### src/rtl/irf_pkg.sv
// Shared definitions for the integer register-file hazard / forwarding controller.
//   - Bypass select codes driven onto mux3_sel / mux4_sel.
//   - Hardwired-zero register index.
//   - Scoreboard geometry and the per-stage entry type.
//   - stage_sel(): maps a scoreboard index (0 = S3 .. 3 = S6) to its bypass code.
package irf_pkg;

  // Tracked stages S3..S6. The scoreboard index 0 is S3 (youngest).
  localparam int unsigned STAGES = 4;

  // Register that always reads as zero; it is never tracked or forwarded.
  localparam logic [4:0] ZERO_REG = 5'd31;

  // Bypass select codes. Codes 5..7 are never driven.
  localparam logic [2:0] SEL_RF    = 3'd0;  // register file
  localparam logic [2:0] SEL_IBOX3 = 3'd1;  // ibox_result3 (S3)
  localparam logic [2:0] SEL_IBOX4 = 3'd2;  // ibox_result4 (S4)
  localparam logic [2:0] SEL_MEM   = 3'd3;  // mem_out      (S5)
  localparam logic [2:0] SEL_MREG  = 3'd4;  // m_reg_out    (S6)

  // Load data exists only from S5 onwards; a load match at a lower index is a hazard.
  localparam int LOAD_READY_IDX = 2;

  // Number of youngest stages (S3, S4) killed by a flush as they shift forward.
  localparam int FLUSH_DEPTH = 2;

  // One scoreboard entry: an in-flight instruction that will write dest.
  typedef struct packed {
    logic       valid;
    logic [4:0] dest;
    logic       load;
  } sb_entry_t;

  localparam int unsigned ENTRY_W = $bits(sb_entry_t);

  // Bypass code for the stage holding a match at scoreboard index idx.
  function automatic logic [2:0] stage_sel(input int idx);
    logic [2:0] sel;
    case (idx)
      0:       sel = SEL_IBOX3;
      1:       sel = SEL_IBOX4;
      2:       sel = SEL_MEM;
      default: sel = SEL_MREG;
    endcase
    return sel;
  endfunction

endpackage

### src/rtl/irf_src_match.sv
// Per-source forwarding priority encoder.
// Finds the youngest in-flight writer of one source register and returns the
// bypass select for it, or flags a load-use hazard when that youngest writer is
// a load whose data is not yet available.
// Ports:
//   uses        in   source operand is actually read
//   src         in   source register index
//   sb_flat     in   scoreboard entries S3..S6 packed, S3 in the low bits
//   sel         out  bypass select (SEL_RF when no match or on a hazard)
//   load_hazard out  youngest match is a load still in S3/S4
module irf_src_match
  import irf_pkg::*;
(
  input  logic                        uses,
  input  logic [4:0]                  src,
  input  logic [STAGES*ENTRY_W-1:0]   sb_flat,
  output logic [2:0]                  sel,
  output logic                        load_hazard
);

  sb_entry_t entries [STAGES];

  always_comb begin
    for (int i = 0; i < STAGES; i++) begin
      entries[i] = sb_entry_t'(sb_flat[i*ENTRY_W +: ENTRY_W]);
    end
  end

  // Walk oldest to youngest so a younger match overwrites an older one.
  always_comb begin
    sel         = SEL_RF;
    load_hazard = 1'b0;
    if (uses && (src != ZERO_REG)) begin
      for (int i = STAGES - 1; i >= 0; i--) begin
        if (entries[i].valid && (entries[i].dest == src)) begin
          if (entries[i].load && (i < LOAD_READY_IDX)) begin
            // Data not ready: select is don't-care, drive the register file.
            sel         = SEL_RF;
            load_hazard = 1'b1;
          end else begin
            sel         = stage_sel(i);
            load_hazard = 1'b0;
          end
        end
      end
    end
  end

endmodule

### src/rtl/irf_hazard_ctrl.sv
// Hazard and forwarding controller for the integer register-file datapath.
// Keeps a four-entry scoreboard of in-flight destination registers (S3..S6),
// derives the operand bypass selects and the load-use stall combinationally
// from the issuing instruction, and raises the register-file write strobe one
// cycle after an instruction leaves S6.
// Ports:
//   clk            in   clock, all state on posedge
//   reset          in   synchronous active-high reset
//   issue_valid    in   instruction presented at issue
//   issue_ra/rb    in   source register indices
//   issue_uses_ra/rb in source actually read
//   issue_dest     in   destination register index
//   issue_writes   in   instruction writes issue_dest
//   issue_is_load  in   result comes from memory (ready at S5)
//   flush          in   kill S3, S4 and the issuing instruction
//   mux3_sel       out  operand A bypass select (comb.)
//   mux4_sel       out  operand B bypass select (comb.)
//   stall          out  hold issue, bubble into S3 (comb.)
//   write_en       out  register-file write strobe (registered)
//   write_addr     out  register-file write index (registered, holds when idle)
module irf_hazard_ctrl
  import irf_pkg::*;
(
  input  logic       clk,
  input  logic       reset,
  input  logic       issue_valid,
  input  logic [4:0] issue_ra,
  input  logic [4:0] issue_rb,
  input  logic       issue_uses_ra,
  input  logic       issue_uses_rb,
  input  logic [4:0] issue_dest,
  input  logic       issue_writes,
  input  logic       issue_is_load,
  input  logic       flush,
  output logic [2:0] mux3_sel,
  output logic [2:0] mux4_sel,
  output logic       stall,
  output logic       write_en,
  output logic [4:0] write_addr
);

  sb_entry_t sb_q [STAGES];
  sb_entry_t sb_d [STAGES];

  logic [STAGES*ENTRY_W-1:0] sb_flat;

  logic       hazard_a;
  logic       hazard_b;
  logic       write_en_q;
  logic       write_en_d;
  logic [4:0] write_addr_q;
  logic [4:0] write_addr_d;

  always_comb begin
    for (int i = 0; i < STAGES; i++) begin
      sb_flat[i*ENTRY_W +: ENTRY_W] = sb_q[i];
    end
  end

  irf_src_match u_match_a (
    .uses        (issue_uses_ra),
    .src         (issue_ra),
    .sb_flat     (sb_flat),
    .sel         (mux3_sel),
    .load_hazard (hazard_a)
  );

  irf_src_match u_match_b (
    .uses        (issue_uses_rb),
    .src         (issue_rb),
    .sb_flat     (sb_flat),
    .sel         (mux4_sel),
    .load_hazard (hazard_b)
  );

  // A flushed issue never enters the pipe, so it has nothing to wait for.
  assign stall = issue_valid & ~flush & (hazard_a | hazard_b);

  // Scoreboard shift. A stalled or flushed issue becomes a bubble in S3.
  always_comb begin
    sb_d[0]       = '0;
    sb_d[0].valid = issue_valid & issue_writes & ~stall & ~flush &
                    (issue_dest != ZERO_REG);
    if (sb_d[0].valid) begin
      sb_d[0].dest = issue_dest;
      sb_d[0].load = issue_is_load;
    end
    for (int i = 1; i < STAGES; i++) begin
      sb_d[i] = sb_q[i-1];
      // S3 and S4 occupants die on flush as they move into S4 and S5.
      if (i <= FLUSH_DEPTH) begin
        sb_d[i].valid = sb_q[i-1].valid & ~flush;
      end
    end
  end

  // Retire: whatever sits in S6 this cycle is written next cycle.
  always_comb begin
    write_en_d   = sb_q[STAGES-1].valid;
    write_addr_d = sb_q[STAGES-1].valid ? sb_q[STAGES-1].dest : write_addr_q;
  end

  always_ff @(posedge clk) begin
    if (reset) begin
      for (int i = 0; i < STAGES; i++) begin
        sb_q[i] <= '0;
      end
      write_en_q   <= 1'b0;
      write_addr_q <= 5'd0;
    end else begin
      for (int i = 0; i < STAGES; i++) begin
        sb_q[i] <= sb_d[i];
      end
      write_en_q   <= write_en_d;
      write_addr_q <= write_addr_d;
    end
  end

  assign write_en   = write_en_q;
  assign write_addr = write_addr_q;

  // Select codes above SEL_MREG are never legal.
  sel_range_a: assert property (@(posedge clk) disable iff (reset) mux3_sel <= SEL_MREG);
  sel_range_b: assert property (@(posedge clk) disable iff (reset) mux4_sel <= SEL_MREG);
  stall_qual:  assert property (@(posedge clk) disable iff (reset)
                                stall |-> (issue_valid && !flush));

endmodule

### config.mk
export PLATFORM = sky130hd
export DESIGN_NAME = irf_hazard_ctrl
export DESIGN_NICKNAME = d
export VERILOG_FILES = /design/src/rtl/irf_pkg.sv /design/src/rtl/irf_src_match.sv /design/src/rtl/irf_hazard_ctrl.sv
export SDC_FILE = /design/constraint.sdc
export NUM_CORES = 1
export LEC_CHECK = 0
export CORE_MARGIN = 3
export CORE_UTILIZATION = 47
export CTS_BUF_LIST = sky130_fd_sc_hd__clkbuf_8
export CTS_CLUSTER_DIAMETER = 80
export DETAILED_ROUTE_END_ITERATION = 8
export PLACE_DENSITY = 0.89
export SYNTH_ARGS = -nofsm -noshare
export SYNTH_HDL_FRONTEND = slang
export SYNTH_SLANG_ARGS = --single-unit
### constraint.sdc
create_clock -name clk -period 3.2 [get_ports clk]
set_clock_uncertainty 0.2 [all_clocks]
set_input_delay 0.96 -clock clk [delete_from_list [all_inputs] [get_ports clk]]
set_output_delay 0.96 -clock clk [all_outputs]
set_load 0.05 [all_outputs]
==> out/summary.md <==
The met3 wire length was 406 um; the height of the die was 65.75 um. Synthesis produced a netlist whose cell count is 176. The net count of the finished layout is 259. The compound-gate portion of the synthesized area was 0.04922; the HPWL after detailed placement was 3.114 mm. The final critical-path share of the clock period was 1.159. The final reports fail on negative setup slack. Overall via count from detail_route: 1565. The path type of the worst min-delay path was reg2reg. The tools report the sum of routed wire segments on met1 as 2.063 mm.

The number of antenna violations at the first check in global routing was 0. The startpoint identified for the worst register-to-register timing path is sb_q[1][2]. STA classifies the critical path endpoint as a primary output.

The post-synthesis net count is 199. The startpoint of the tightest hold check path was write_addr[4]. The clock passes through at most 2 buffers.

The number of global-route vias before repair is 1536. The endpoint identified for the worst register-to-register timing path is sb_q[0][2]. Prior to clock tree synthesis, the placed netlist has a worst setup slack of -0.8081 ns. Along the worst path, the maximum fanout reaches 3.

The synthesized design contains 0 enable-type register cells. Detailed routing placed a total of 2.729 mm of wire on met2. The worst path needs 3.709 ns of the cycle, external delays included.

The count of nets left with antenna violations once routing finished came out at 0. Most instantiated library cell after synthesis: dfxtp_1. Setup violations remaining at the end of the flow were counted as 7. After the first detailed-routing iteration, the DRC count stood at 155.

The tool flagged a number of max-cap violations equal to 0. The mux cell area share after synthesis was 0.04176. The count of buffers added on input and output ports is 35. The first global-routing pass estimated 7.576 mm of wire.

Dividing the synthesized area by the synthesized cell count gives 9.533 um^2. The effective utilization at floorplan was 0.4950. Final routed DRC violation total: 0.

The total routed wirelength is 5.468 mm. The worst setup path is launched from an input port. The post-synthesis register bit count was 32; the clock transition at the registers of the reported paths was 0.07 ns. Setup repair after global routing could not meet its margin everywhere.

The tools report the H-tree depth as 2. From synthesis to final layout, the design area changed by 58.39%. The completed layout was analyzed and its total power is 854.0 uW. The tools report the final setup slack of the worst path as -0.5094 ns. STA puts the critical path data required time at 2.04 ns. In the post-synthesis netlist, the biggest area contributors are dfxtp_1 (38%), xor2_1 (15%), nor2b_1 (6.7%), xnor2_1 (5.7%), mux2i_1 (4.2%). At the pin with the least slew margin, the transition time is 0.4893 ns. Share of synthesized cell area in and, or, nand and nor gates: 0.2685.

During synthesis, Yosys emitted a total of 0 warnings. The total leakage power is 0.001069 uW, and the peak clock frequency supported by timing is 269.6 MHz. The run gives 0.2396 as the global-route usage over all layers. The floorplan has 21 rows.

The power density of the placed cells is 321.3 nW/um^2, and the area of the mapped netlist is 1678 um^2. Highest routing layer actually used: met4. For the worst voltage drop across the vdd grid, the log shows 321.8 uV. The share of the synthesized netlist area taken by xor and xnor gates is 0.2036, and the number of vias per cell after detailed routing is 5.530. The number of iterations in the first detailed-routing pass is 4. The cell sitting at the root of the clock tree is a clkbuf_8. Buffers inserted during clock tree synthesis total 5.

TritonCTS built the clock tree. Sorting the synthesized cells by how often they occur yields dfxtp_1 (32), xor2_1 (28), nor2b_1 (18). Buffers inserted to repair hold after CTS numbered 0. The floorplan step set the die width to 65.75 um.

After global routing the overflow that remains totals 0. The tools report the number of slew-limit violations in the final report as 0. The path with the worst hold slack has its endpoint at write_addr[4].

The proportion of register bits with asynchronous set or reset after synthesis is 0. The critical path arrival was 2.55 ns. Synthesis instantiated 35 different standard cells from the library. In this run the count of I/O pins placed on the die edge is 36. The synthesized design spends more area on one cell type than any other, namely dfxtp_1. The run gives 0 as the final number of hold-violating endpoints.

The ratio of cells with drive above 1 in the final layout is 0.3882, and the worst max-slew margin expressed relative to the limit is 0.6727. The run gives 0.3818 as the sequential element share of the synthesized area. The most used flip-flop cell after synthesis is dfxtp_1. 0 antenna diodes ended up in the layout. For the setup TNS after final layout, the log shows -2.499 ns.

The adder-cell share of the synthesized area was 0; the placeable core region was 3390 um^2. The combinational family with the most area after synthesis was simple AND/OR/NAND/NOR gates. Pin count of the biggest net entering global routing: 24. The flow ran to the end, but the final reports show violations. The worst register-to-register path has a setup slack of 1.01 ns. The hold path depth was 2; the final estimated routing congestion in global placement was 0.8325. The critical path is of the in2out type. Counting every sink on the clock net gives 32. The die covers 4323 um^2. Counting cells, the worst reg-to-reg path comes to 8.

The routed length per instance was 19.32 um; the latest clock arrival within the worst-skew pair was 0.29 ns. The fraction of synthesized cell area taken by the top area cell type works out to 0.3818.
==> how the worst max path moves through the flow <==
stage                      from          end  slack (ns)
global route        issue_rb[3]  mux4_sel[1]       -0.59
CTS                 issue_rb[2]        stall       -0.41
floorplan           issue_rb[3]        stall       -0.33
global placement    issue_rb[3]        stall       -0.80
finish              issue_rb[3]  mux4_sel[1]       -0.51
detailed placement  issue_rb[3]        stall       -0.81
==> metal layers <==
metal / track usage / vias up
met3: 0.05812 / 25
met4: 0.1399 / 0
met5: 0 / -
met2: 0.4105 / 89
met1: 0.2665 / 745
li1: - / 706
==> worst max-delay path: stages <==
cell and delay, ns:
buf_6 0.11, buf_6 0.11, xor2_1 0.17, nor4_2 0.32, and3_1 0.31, mux2i_2 0.13, nor3b_4 0.26, buf_12 0.17
==> stage by stage <==
step	hold WS (ns)	instances	utilization	cell area [um^2]
CTS	0.2984	280	0.7471	2532
global placement	0.2720	268	0.6822	2312
floorplan	0.2438	176	-	1772
global route	0.3307	283	0.7841	2658
finish	0.2972	283	0.7841	2658
detailed placement	0.2810	268	0.6822	2312
==> area by class of cell <==
cell class / instances / area [um^2]
multi-input combinational: 129 / 1155
timing repair buffer: 65 / 700.7
inverter: 3 / 11.26
sequential: 32 / 640.6
fill: 184 / 732.0
tap: 46 / 57.56
clock inverter: 3 / 23.77
clock buffer: 5 / 68.82
==> cells in the final DEF (no fill, tap or decap), types with 3 or more instances in the layout <==
| cell type | count |
|---|---|
| xor2_1 | 20 |
| clkdlybuf4s50_1 | 18 |
| xor2_2 | 7 |
| buf_4 | 23 |
| nor3_2 | 3 |
| nand3_1 | 8 |
| nor3_1 | 4 |
| and3_1 | 3 |
| nor4b_1 | 3 |
| nor2_1 | 8 |
| buf_8 | 3 |
| clkbuf_8 | 5 |
| dfxtp_1 | 32 |
| nor2b_1 | 18 |
| nand2_1 | 4 |
| buf_6 | 10 |
| nor4_2 | 4 |
| mux2i_1 | 5 |
| xnor2_1 | 11 |
| buf_12 | 9 |
==> logic make-up (layout without fill, tap and decap cells) <==
| family | after synthesis | after routing |
|---|---|---|
| AND/OR/NAND/NOR | 74 | 74 |
| XOR/XNOR | 39 | 39 |
| flip-flops | 32 | 32 |
| AO/OA/AOI/OAI | 9 | 9 |
| buffers and inverters | 15 | 76 |
| multiplexers | 7 | 7 |
==> repair_timing <==
| action | in CTS | in global routing |
|---|---|---|
| cloned | 0 | 0 |
| resized for setup | 74 | 22 |
| pin swaps | 24 | 13 |
| buffers inserted | 4 | 3 |
| endpoints found under the setup margin | 7 | 7 |
==> report_power, final <==
group          internal, uW  switching (uW)
Sequential              401            4.77
Combinational          69.0            62.0
Clock                   154             163
==> registers in the layout, summed over array words and instances, names as in the netlist <==
signal / flops
sb_q: 26
write_en: 1
write_addr: 5
(Power assumes the default switching activity.)
